===== src/rtl/uart_rx_buf_pkg.sv =====
// Shared definitions for the UART receive path: FSM encodings and 8N1 frame constants.
package uart_rx_buf_pkg;

  localparam int OVERSAMPLE = 16;
  localparam int DATA_BITS  = 8;
  localparam int STOP_BITS  = 1;

  typedef enum logic [2:0] {
    ST_IDLE  = 3'd0,
    ST_START = 3'd1,
    ST_DATA  = 3'd2,
    ST_STOP  = 3'd3,
    ST_BREAK = 3'd4
  } rx_state_t;

endpackage


===== src/rtl/uart_rx_buf_fifo.sv =====
// First-word fall-through FIFO with occupancy count; head reads as zero while empty.
module uart_fifo #(
  parameter int ADDR_W = 4,
  parameter int DATA_W = 8
) (
  input  logic              clk,
  input  logic              rst,
  input  logic              wr_en,
  input  logic [DATA_W-1:0] wr_data,
  input  logic              rd_en,
  output logic [DATA_W-1:0] rd_data,
  output logic              empty,
  output logic              full,
  output logic [ADDR_W:0]   count
);

  localparam int DEPTH = 1 << ADDR_W;

  logic [DATA_W-1:0] mem [DEPTH];
  logic [ADDR_W-1:0] wr_ptr;
  logic [ADDR_W-1:0] rd_ptr;
  logic [ADDR_W:0]   cnt;
  logic              pop_ok;
  logic              wr_ok;

  assign empty  = (cnt == '0);
  assign full   = (cnt == (ADDR_W+1)'(DEPTH));
  assign count  = cnt;
  assign pop_ok = rd_en && !empty;
  // A full FIFO still accepts a write when the head leaves in the same cycle.
  assign wr_ok  = wr_en && (!full || pop_ok);

  assign rd_data = empty ? '0 : mem[rd_ptr];

  always_ff @(posedge clk or posedge rst) begin
    if (rst) begin
      wr_ptr <= '0;
      rd_ptr <= '0;
      cnt    <= '0;
    end else begin
      if (wr_ok)
        wr_ptr <= wr_ptr + 1'b1;
      if (pop_ok)
        rd_ptr <= rd_ptr + 1'b1;
      case ({wr_ok, pop_ok})
        2'b10:   cnt <= cnt + 1'b1;
        2'b01:   cnt <= cnt - 1'b1;
        default: cnt <= cnt;
      endcase
    end
  end

  always_ff @(posedge clk) begin
    if (wr_ok)
      mem[wr_ptr] <= wr_data;
  end

endmodule


===== src/rtl/uart_rx_buf.sv =====
// 8N1 UART receiver with 16x oversampling, feeding a FWFT byte FIFO.
module uart_rx_buf
  import uart_rx_buf_pkg::*;
#(
  parameter int SYS_CLK_FREQ = 100_000_000,
  parameter int BAUD_RATE    = 115200,
  parameter int ADDR_W       = 4
) (
  input  logic            clk,
  input  logic            rst,
  input  logic            rx,
  input  logic            rd_en,
  output logic [7:0]      rd_data,
  output logic            empty,
  output logic            full,
  output logic [ADDR_W:0] count,
  output logic            frame_err,
  output logic            overflow
);

  function automatic int sat_div(input int clk_hz, input int baud);
    int d;
    d = clk_hz / (baud * OVERSAMPLE);
    if (d < 1)
      d = 1;
    return d;
  endfunction

  localparam int DIV   = sat_div(SYS_CLK_FREQ, BAUD_RATE);
  localparam int DIV_W = (DIV > 1) ? $clog2(DIV) : 1;

  localparam logic [3:0] SC_MID  = 4'(OVERSAMPLE/2 - 1);
  localparam logic [3:0] SC_LAST = 4'(OVERSAMPLE - 1);
  localparam logic [2:0] BI_LAST = 3'(DATA_BITS - 1);

  logic             rx_p0;
  logic             rx_p1;
  logic [DIV_W-1:0] div_cnt;
  logic             tick;

  rx_state_t        state, state_n;
  logic [3:0]       sc, sc_n;
  logic [2:0]       bi, bi_n;
  logic [7:0]       shreg, shreg_n;
  logic             start_det;
  logic             push;
  logic             ferr_n;
  logic             ovf_n;

  // Stage p0/p1: two-flop synchroniser, idle-high so reset never looks like a start bit.
  always_ff @(posedge clk or posedge rst) begin
    if (rst) begin
      rx_p0 <= 1'b1;
      rx_p1 <= 1'b1;
    end else begin
      rx_p0 <= rx;
      rx_p1 <= rx_p0;
    end
  end

  assign tick = (div_cnt == DIV_W'(DIV - 1));

  always_ff @(posedge clk or posedge rst) begin
    if (rst)
      div_cnt <= '0;
    else if (start_det || tick)
      div_cnt <= '0;
    else
      div_cnt <= div_cnt + 1'b1;
  end

  always_ff @(posedge clk or posedge rst) begin
    if (rst) begin
      state     <= ST_IDLE;
      sc        <= '0;
      bi        <= '0;
      frame_err <= 1'b0;
      overflow  <= 1'b0;
    end else begin
      state     <= state_n;
      sc        <= sc_n;
      bi        <= bi_n;
      frame_err <= ferr_n;
      overflow  <= ovf_n;
    end
  end

  always_ff @(posedge clk) begin
    shreg <= shreg_n;
  end

  always_comb begin
    state_n   = state;
    sc_n      = sc;
    bi_n      = bi;
    shreg_n   = shreg;
    start_det = 1'b0;
    push      = 1'b0;
    ferr_n    = 1'b0;
    case (state)
      ST_IDLE: begin
        if (!rx_p1) begin
          state_n   = ST_START;
          sc_n      = '0;
          start_det = 1'b1;
        end
      end
      ST_START: begin
        if (tick) begin
          if (sc == SC_MID) begin
            // Still low at mid start bit: genuine frame, re-phase to bit centres.
            if (!rx_p1) begin
              state_n = ST_DATA;
              sc_n    = '0;
              bi_n    = '0;
            end else begin
              state_n = ST_IDLE;
            end
          end else begin
            sc_n = sc + 4'd1;
          end
        end
      end
      ST_DATA: begin
        if (tick) begin
          sc_n = sc + 4'd1;
          if (sc == SC_LAST) begin
            shreg_n = {rx_p1, shreg[7:1]};
            bi_n    = bi + 3'd1;
            if (bi == BI_LAST)
              state_n = ST_STOP;
          end
        end
      end
      ST_STOP: begin
        if (tick) begin
          sc_n = sc + 4'd1;
          if (sc == SC_LAST) begin
            if (rx_p1) begin
              push    = 1'b1;
              state_n = ST_IDLE;
            end else begin
              ferr_n  = 1'b1;
              state_n = ST_BREAK;
            end
          end
        end
      end
      ST_BREAK: begin
        if (rx_p1)
          state_n = ST_IDLE;
      end
      default: state_n = ST_IDLE;
    endcase
  end

  // A pop in the same cycle frees the slot, so only an unserviced full FIFO drops.
  assign ovf_n = push && full && !rd_en;

  uart_fifo #(
    .ADDR_W (ADDR_W),
    .DATA_W (8)
  ) u_fifo (
    .clk     (clk),
    .rst     (rst),
    .wr_en   (push),
    .wr_data (shreg),
    .rd_en   (rd_en),
    .rd_data (rd_data),
    .empty   (empty),
    .full    (full),
    .count   (count)
  );

endmodule

===== config.mk =====
export PLATFORM = sky130hd
export DESIGN_NAME = uart_rx_buf
export DESIGN_NICKNAME = d
export VERILOG_FILES = /design/src/rtl/uart_rx_buf_pkg.sv /design/src/rtl/uart_rx_buf_fifo.sv /design/src/rtl/uart_rx_buf.sv
export SDC_FILE = /design/constraint.sdc
export NUM_CORES = 1
export LEC_CHECK = 0
export ABC_AREA = 1
export CAP_MARGIN = 20
export CORE_AREA = 5 5 143 145
export DETAILED_ROUTE_END_ITERATION = 8
export DIE_AREA = 0 0 148 150
export GPL_TIMING_DRIVEN = 0
export PLACE_DENSITY = 0.58
export RECOVER_POWER = 50
export SLEW_MARGIN = 0
export SYNTH_ARGS = -nofsm -noshare
export SYNTH_HDL_FRONTEND = slang
export SYNTH_SLANG_ARGS = --single-unit
export TNS_END_PERCENT = 20

===== constraint.sdc =====
create_clock -name clk -period 5.7 [get_ports clk]
set_clock_uncertainty 0.15 [all_clocks]
set_input_delay 1.14 -clock clk [delete_from_list [all_inputs] [get_ports clk]]
set_output_delay 1.14 -clock clk [all_outputs]
set_load 0.02 [all_outputs]

Word level (Yosys, flattened, before mapping):

Memories as Yosys holds them, arrays and structs flattened.
Index checks and enable logic that the tools add are counted.

* add/subtract/negate cells: 7
* equality and inequality tests: 22
* muxes and demuxes: 37
* reductions and logical operators: 19

Operator list (count)
* $mux W3: 15
* $ne A2 B2 Y1 const B: 10
* $mux W4: 4
* $pmux W3 S5: 1
* $add A4 B1 Y4 const B: 3
* $pmux W4 S3: 1
* $mux W1: 11
* $pmux W5 S2: 1
* $reduce_and A9 Y1: 1
* $mux W8: 1
* $add A6 B1 Y6 const B: 1
* $eq A3 B2 Y1 const B: 2
* $eq A3 B3 Y1 const B: 2
* $eq A6 B6 Y1 const B: 1
* $mux W6: 1
* $pmux W3 S2: 1
* $reduce_and A3 Y1: 2
* $reduce_and A6 Y1: 1
* $add A5 B1 Y5 const B: 1
* $eq A5 B5 Y1 const B: 1
* $logic_not A5 Y1: 1
* $sub A5 B1 Y5 const B: 1
* $eq A4 B3 Y1 const B: 1
* $eq A4 B4 Y1 const B: 1
* 13 further kinds: 20

* register bits after elaboration: 41
* memory bits (writable): 128
* input port bits: 4
* output and inout bits: 17
* word-level logic and storage cells: 98
* memories kept: 1

Memories
* u_fifo.mem: words 16, bits a word 8, rd ports 1, clocked after memory_dff 0, write ports 1, RTL line uart_rx_buf_fifo.sv:19 `logic [DATA_W-1:0] mem [DEPTH];`

Logic depth before layout (Yosys ltp):

* word-level depth: 7
* gate-level depth with buffers: 20
* gate-level depth less buffers: 20

Hierarchy:

From an unflattened synthesis, not the netlist that was laid out.

* cell total of the unflattened synthesis: 687
* area total of the unflattened synthesis: 7469.7 sq um

By module, submodules not included
* uart_fifo: instances 1, cells an instance 529, area each 6043.3 sq um, sequential area each 4169.0 sq um
* uart_rx_buf: instances 1, cells an instance 158, area each 1426.4 sq um, sequential area each 743.2 sq um

Worst setup path after synthesis:

OpenSTA, ideal clock, no wires.

* kind: input to register
* from: input port rd_en
* to: register u_fifo.cnt[4], in the netlist u_fifo.count[4]
* setup time: 0.117 ns
* arrival: 2.467 ns
* required time: 5.433 ns
* slack: 2.966 ns
* stages: 16
* buffers on the path: 0
* cells stage by stage: inv_1 nand2_2 nand2_4 ha_1 inv_1 nand2_1 nand2_1 ha_1 inv_1 nand2_1 nand3_1 nand2_1 nand2_1 nand2_1 nand2_1 nand2_1

* longest elaborated chain between the ends: 5
* elaborated cells on any way between the ends: 7
* classes of those cells: 2 x eq/ne; 1 x mux; 4 x reduce/logical

RTL lines
* start: declaration: RTL line uart_rx_buf.sv:12 `input logic rd_en,`
* $logic_and A1 B1 Y1 (*): RTL line uart_rx_buf_fifo.sv:29 `assign pop_ok = rd_en && !empty;`
* $logic_or A1 B1 Y1: RTL line uart_rx_buf_fifo.sv:31 `assign wr_ok = wr_en && (!full || pop_ok);`
* $logic_and A1 B1 Y1: RTL line uart_rx_buf_fifo.sv:31
* $eq A2 B1 Y1 or $eq A2 B2 Y1 (tied branches): RTL line uart_rx_buf_fifo.sv:45 `case ({wr_ok, pop_ok})`
* $pmux W5 S2 or $reduce_bool A2 Y1 (tied branches)
* end signal: assignment: RTL line uart_rx_buf_fifo.sv:46 `2'b10: cnt <= cnt + 1'b1;`
* end signal: assignment: RTL line uart_rx_buf_fifo.sv:47 `2'b01: cnt <= cnt - 1'b1;`
* end signal: assignment: RTL line uart_rx_buf_fifo.sv:48 `default: cnt <= cnt;`
* end: declaration: RTL line uart_rx_buf_fifo.sv:22 `logic [ADDR_W:0] cnt;`

Mark *: on every way between the ends. The rest lies on a longest branch, timed or not.
A chain may end at the register's enable or synchronous reset.

Worst setup path after layout:

* from: register u_fifo.rd_ptr[0]
* to: output port rd_data[5]

* longest elaborated chain between the ends: 2

RTL lines
* start: declaration: RTL line uart_rx_buf_fifo.sv:21 `logic [ADDR_W-1:0] rd_ptr;`
* start signal: assignment: RTL line uart_rx_buf_fifo.sv:44 `rd_ptr <= rd_ptr + 1'b1;`
* $mem_v2 Z16 W8
* $mux W8: RTL line uart_rx_buf_fifo.sv:33 `assign rd_data = empty ? '0 : mem[rd_ptr];`
* end: declaration: RTL line uart_rx_buf.sv:13 `output logic [7:0] rd_data,`

No other way between the ends.

==> reports/summary.md <==
The run finished with clean final reports. The kind of cell adding the most delay to the critical path was buffers and inverters. After filler insertion, the fill cell instance count of the layout stands at 1780. The first global-routing pass estimated 26900 µm of wire.

The total instance count after detailed placement is 958. The die outline width is 148 µm. In this run the number of H-tree levels came out at 4.

In the synthesized netlist, the number of instances is 699. The post-detailed-route via-to-cell ratio was 5.10. The via count of the first global-routing pass was 4886. The setup check on the worst reg-to-reg path leaves a slack of 2.76 ns. For the total number of yosys warnings, the log shows 0. Counting every sink on the clock net gives 169.

The final max-slew violation count is 0. For the total wire length after detailed routing, the log shows 16900 µm. Cell type contributing the most total cell area after synthesis: sky130_fd_sc_hd__edfxtp_1. The worst register-to-register path begins at div_cnt[1]$_DFF_PP0_. Yosys attributes the largest share of cell area to sky130_fd_sc_hd__edfxtp_1, sky130_fd_sc_hd__nand2_1, sky130_fd_sc_hd__dfrtp_1. Total via count after detailed routing: 5053. Of all flip-flops after synthesis, the portion carrying an async set or reset was 19.5%. The setup path with the least slack is of type flop to output pin.

Counting flops and latches in the post-synthesis netlist gives 169. CTS placed an instance of sky130_fd_sc_hd__clkbuf_16 at the clock tree root. Area of the core: 19100 µm². The clock reaches the later pin of the worst-skew pair after 0.44 ns. Routed wirelength normalized by instance count: 17.1 µm. Headroom to the max-slew limit came out at 39.6%.

Subtracting the final worst setup slack from the clock period gives 4.02 ns. The routability congestion estimate is 0.815, and the number of synthesized flops with an enable pin is 136. The part of the Yosys area used for sequential elements came out at 65.7%. In this run the worst hold path is classified as flop to flop. Once layout is done, the placed cells without fillers occupy 8530 µm². The source of the worst hold timing path was rx_p0$_DFF_PP1_. The tools report the total DRC errors in the routed layout as 0. In this run the post-CTS setup repair buffer count came out at 0.

For this run, the total global-route usage over all layers was measured as 16.0%. In the synthesized netlist the dominant register cell turns out to be sky130_fd_sc_hd__edfxtp_1. For the initial cell density of the core, the log shows 39.2%. Setup repair after global routing left no endpoint under its margin.

In this run the remaining antenna-violating nets after routing total 0. Based on the critical path, the design can be clocked at up to 249 MHz. The slowest stage of the critical path belongs to the cell sky130_fd_sc_hd__clkdlybuf4s50_1. The signal on the critical path passes through inv_1, buf_4, buf_2, nand2_1, nand3_1, nand3_1, nand2_1, nand2_1, a21oi_1, clkdlybuf4s50_1.

Number of nets in the layout: 756. The run gives 8010 µm² as the post-placement cell area. In this run the vertical extent of the chip is 150 µm.

For this run, the share of the core covered by cells in the final layout is 44.7%. Flip-flop and latch area: 4910 µm². The tools report the number of max-capacitance violations reported as 0.

The path with the worst hold slack has its endpoint at rx_p1$_DFF_PP1_. The number of gates resized after CTS was 0. Summed over all cells, the static leakage comes to 0.00340 µW. The tools report the count of standard-cell rows as 51. The cell occurring most often along the worst timing path is sky130_fd_sc_hd__nand2_1. The buffer and inverter count on the worst path is 4.

The total grt overflow was 0. Of all nets on the critical path, the largest fanout is 10. Measured in cells, the most critical reg-to-reg path has a length of 19. The average footprint of a synthesized cell is 10.7 µm², and the critical path arrival is 2.73 ns. In this run, the number of DRC markers left after iteration 0 of detailed routing was 435.

The logs give 18 for the pin count of the biggest net entering global routing and 17 for the total CTS buffers. The run gives 39 as the number of distinct library cell variants in the gate-level netlist after synthesis. Hold violation total from the final report: 0.

The area of the mapped netlist came out at 7480 µm². Total power divided by cell area: 450 nW/µm². Setup violations remaining at the end of the flow were counted as 0. For this run, the detailed router's first-pass iteration total came to 6. The floorplan step defined a die boundary enclosing 22200 µm².

For the number of antenna violations at the first check in global routing, the log shows 0. STA puts the critical path data required time at 4.41 ns. Clock-pin slew was measured on the worst setup and hold paths at 0.06 ns. Of the cells placed in the final design, the portion with a size suffix greater than 1 is 9.84%.

The final antenna diode count came out at 0. The final worst-path cycle share works out to 70.5%. The library cell used most frequently in the layout, excluding fill and tap cells, is sky130_fd_sc_hd__nand2_1. The deepest clock path buffer count is 2, and the worst ir drop on vdd is 0.274 mV. The share of synthesized area in the top cell type comes to 54.6%. After the flow finishes, the layout carries non-filler instances totaling 990. The number of nets handed over by synthesis was 716. The hold buffer count at cts is 0, and the relative area change from synthesis to final layout is 14.1%. The multi-input combinational cells in the finished layout cover a total of 2260 µm².

The endpoint identified for the worst register-to-register timing path is u_fifo.count[4]$_DFFE_PP0P_. The number of stages on the worst hold path was 0; the slew at the pin closest to its max-slew limit was 0.902 ns. TritonCTS built the clock tree. In the layout the commonest cells are sky130_fd_sc_hd__nand2_1, sky130_fd_sc_hd__edfxtp_1, sky130_fd_sc_hd__nand3_1, sky130_fd_sc_hd__inv_1, sky130_fd_sc_hd__nor2_1.

The largest single stage delay on the critical path is 0.64 ns. For the final total negative setup slack, the log shows 0 ns. The worst setup path is launched from a flop. During placement, the flow inserted port buffers numbering 20.

Pin placement for this block handled 21 I/O pins. The worst setup path is captured at an output pin. Summed over all nets, the half-perimeter wirelength after detailed placement is 11400 µm.
-- final cells by class --
| cell class | count | share of cell area, % |
|---|---|---|
| clock buffers | 22 | 5.56 |
| clock inverters | 10 | 1.10 |
| repair buffers | 21 | 2.39 |
| multi-input cells | 464 | 26.5 |
| plain buffers | 27 | 1.66 |
| flip-flops and latches | 169 | 57.6 |
| well taps | 238 | 3.49 |
| inverters | 39 | 1.74 |
-- logic make-up after synthesis --
logic type                 after synthesis  synth area share [%]
DFF                                    169                  65.7
xor gates and xnor gates                 8                 0.937
and+or+nand+nor                        420                  25.6
buffers and inverters                   66                  3.88
adders and majority gates               13                  2.17
AOI/OAI and AO/OA                       23                  1.74
-- through the flow --
step	total power (µW)	hold WS [ns]	setup slack, ns
final	3840	0.211	1.68
after global routing	4050	0.220	1.52
after CTS	3860	0.207	1.70
after detailed placement	2750	0.198	2.19
after global placement	2730	0.198	2.20
after floorplan	2260	0.195	2.97
-- how the worst max path moves through the flow --
stage / from / to / cells after the start
global route: u_fifo.rd_ptr[0]$_DFFE_PP0P_ / rd_data[6] / 10
floorplan: rd_en / u_fifo.count[4]$_DFFE_PP0P_ / 16
detailed placement: u_fifo.rd_ptr[0]$_DFFE_PP0P_ / rd_data[5] / 10
CTS: u_fifo.rd_ptr[0]$_DFFE_PP0P_ / rd_data[0] / 10
finish: u_fifo.rd_ptr[0]$_DFFE_PP0P_ / rd_data[5] / 10
global placement: u_fifo.rd_ptr[0]$_DFFE_PP0P_ / rd_data[3] / 10
-- where the power goes --
| group | internal, µW | switching (µW) | leakage (µW) |
|---|---|---|---|
| clock | 636 | 479 | 0.000272 |
| combinational | 464 | 866 | 0.00149 |
| sequential | 1350 | 39.3 | 0.00164 |
| total | 2450 | 1380 | 0.00340 |
-- cells in the mapped netlist, types with 2 or more instances --
cell type and count:
sky130_fd_sc_hd__clkbuf_1 5, sky130_fd_sc_hd__nor2_2 2, sky130_fd_sc_hd__a21oi_1 12, sky130_fd_sc_hd__nand2_2 4, sky130_fd_sc_hd__xnor2_1 2, sky130_fd_sc_hd__dfstp_2 2
sky130_fd_sc_hd__nor2_4 4, sky130_fd_sc_hd__nand2_4 3, sky130_fd_sc_hd__o21ai_0 5, sky130_fd_sc_hd__nand3_1 116, sky130_fd_sc_hd__nor2_8 2, sky130_fd_sc_hd__nor2_1 33
sky130_fd_sc_hd__xor2_1 6, sky130_fd_sc_hd__buf_2 14, sky130_fd_sc_hd__nor3b_1 2, sky130_fd_sc_hd__nand2_1 237, sky130_fd_sc_hd__nand4_1 4, sky130_fd_sc_hd__dfrtp_1 31
sky130_fd_sc_hd__ha_1 13, sky130_fd_sc_hd__nand3_2 4, sky130_fd_sc_hd__buf_4 6, sky130_fd_sc_hd__nor3_1 2, sky130_fd_sc_hd__inv_1 34, sky130_fd_sc_hd__inv_2 3
sky130_fd_sc_hd__edfxtp_1 136, sky130_fd_sc_hd__nand3b_1 3, sky130_fd_sc_hd__buf_1 2
-- state kept, by name, indices dropped and copies added (netlist names) --
| name | cells |
|---|---|
| div_cnt | 6 |
| frame_err | 1 |
| bi | 3 |
| u_fifo.rd_ptr | 4 |
| state | 3 |
| sc | 4 |
| rx_p1 | 1 |
| u_fifo.count | 5 |
| u_fifo.mem | 128 |
| u_fifo.wr_ptr | 4 |
| shreg | 8 |
| rx_p0 | 1 |
| overflow | 1 |
-- worst reg2reg max path, cell delays in order, from the launching register on --
cell,delay [ns]
sky130_fd_sc_hd__dfrtp_1,0.40
sky130_fd_sc_hd__inv_1,0.06
sky130_fd_sc_hd__ha_1,0.13
sky130_fd_sc_hd__nand2_1,0.05
sky130_fd_sc_hd__nor2_1,0.48
sky130_fd_sc_hd__nand2_8,0.12
sky130_fd_sc_hd__nor2_8,0.20
sky130_fd_sc_hd__nand2_4,0.09
sky130_fd_sc_hd__ha_1,0.31
sky130_fd_sc_hd__inv_1,0.11
sky130_fd_sc_hd__nand2_1,0.05
sky130_fd_sc_hd__nand2_1,0.08
sky130_fd_sc_hd__ha_1,0.14
sky130_fd_sc_hd__inv_1,0.04
sky130_fd_sc_hd__nand2_1,0.09
sky130_fd_sc_hd__nand3_1,0.11
sky130_fd_sc_hd__nand3_1,0.08
sky130_fd_sc_hd__nand2_1,0.06
sky130_fd_sc_hd__nand2_1,0.05
sky130_fd_sc_hd__nand2_1,0.04
-- metal layers --
metal | up-vias | GRT usage, % | wire length (µm)
met3 | 19 | 4.18 | 1060
met2 | 160 | 25.0 | 7770
met4 | 0 | 4.34 | 193
li1 | 2460 | - | -
met5 | - | 0 | 0
met1 | 2414 | 22.4 | 7890
No activity file was read; power rests on OpenSTA's default activity.
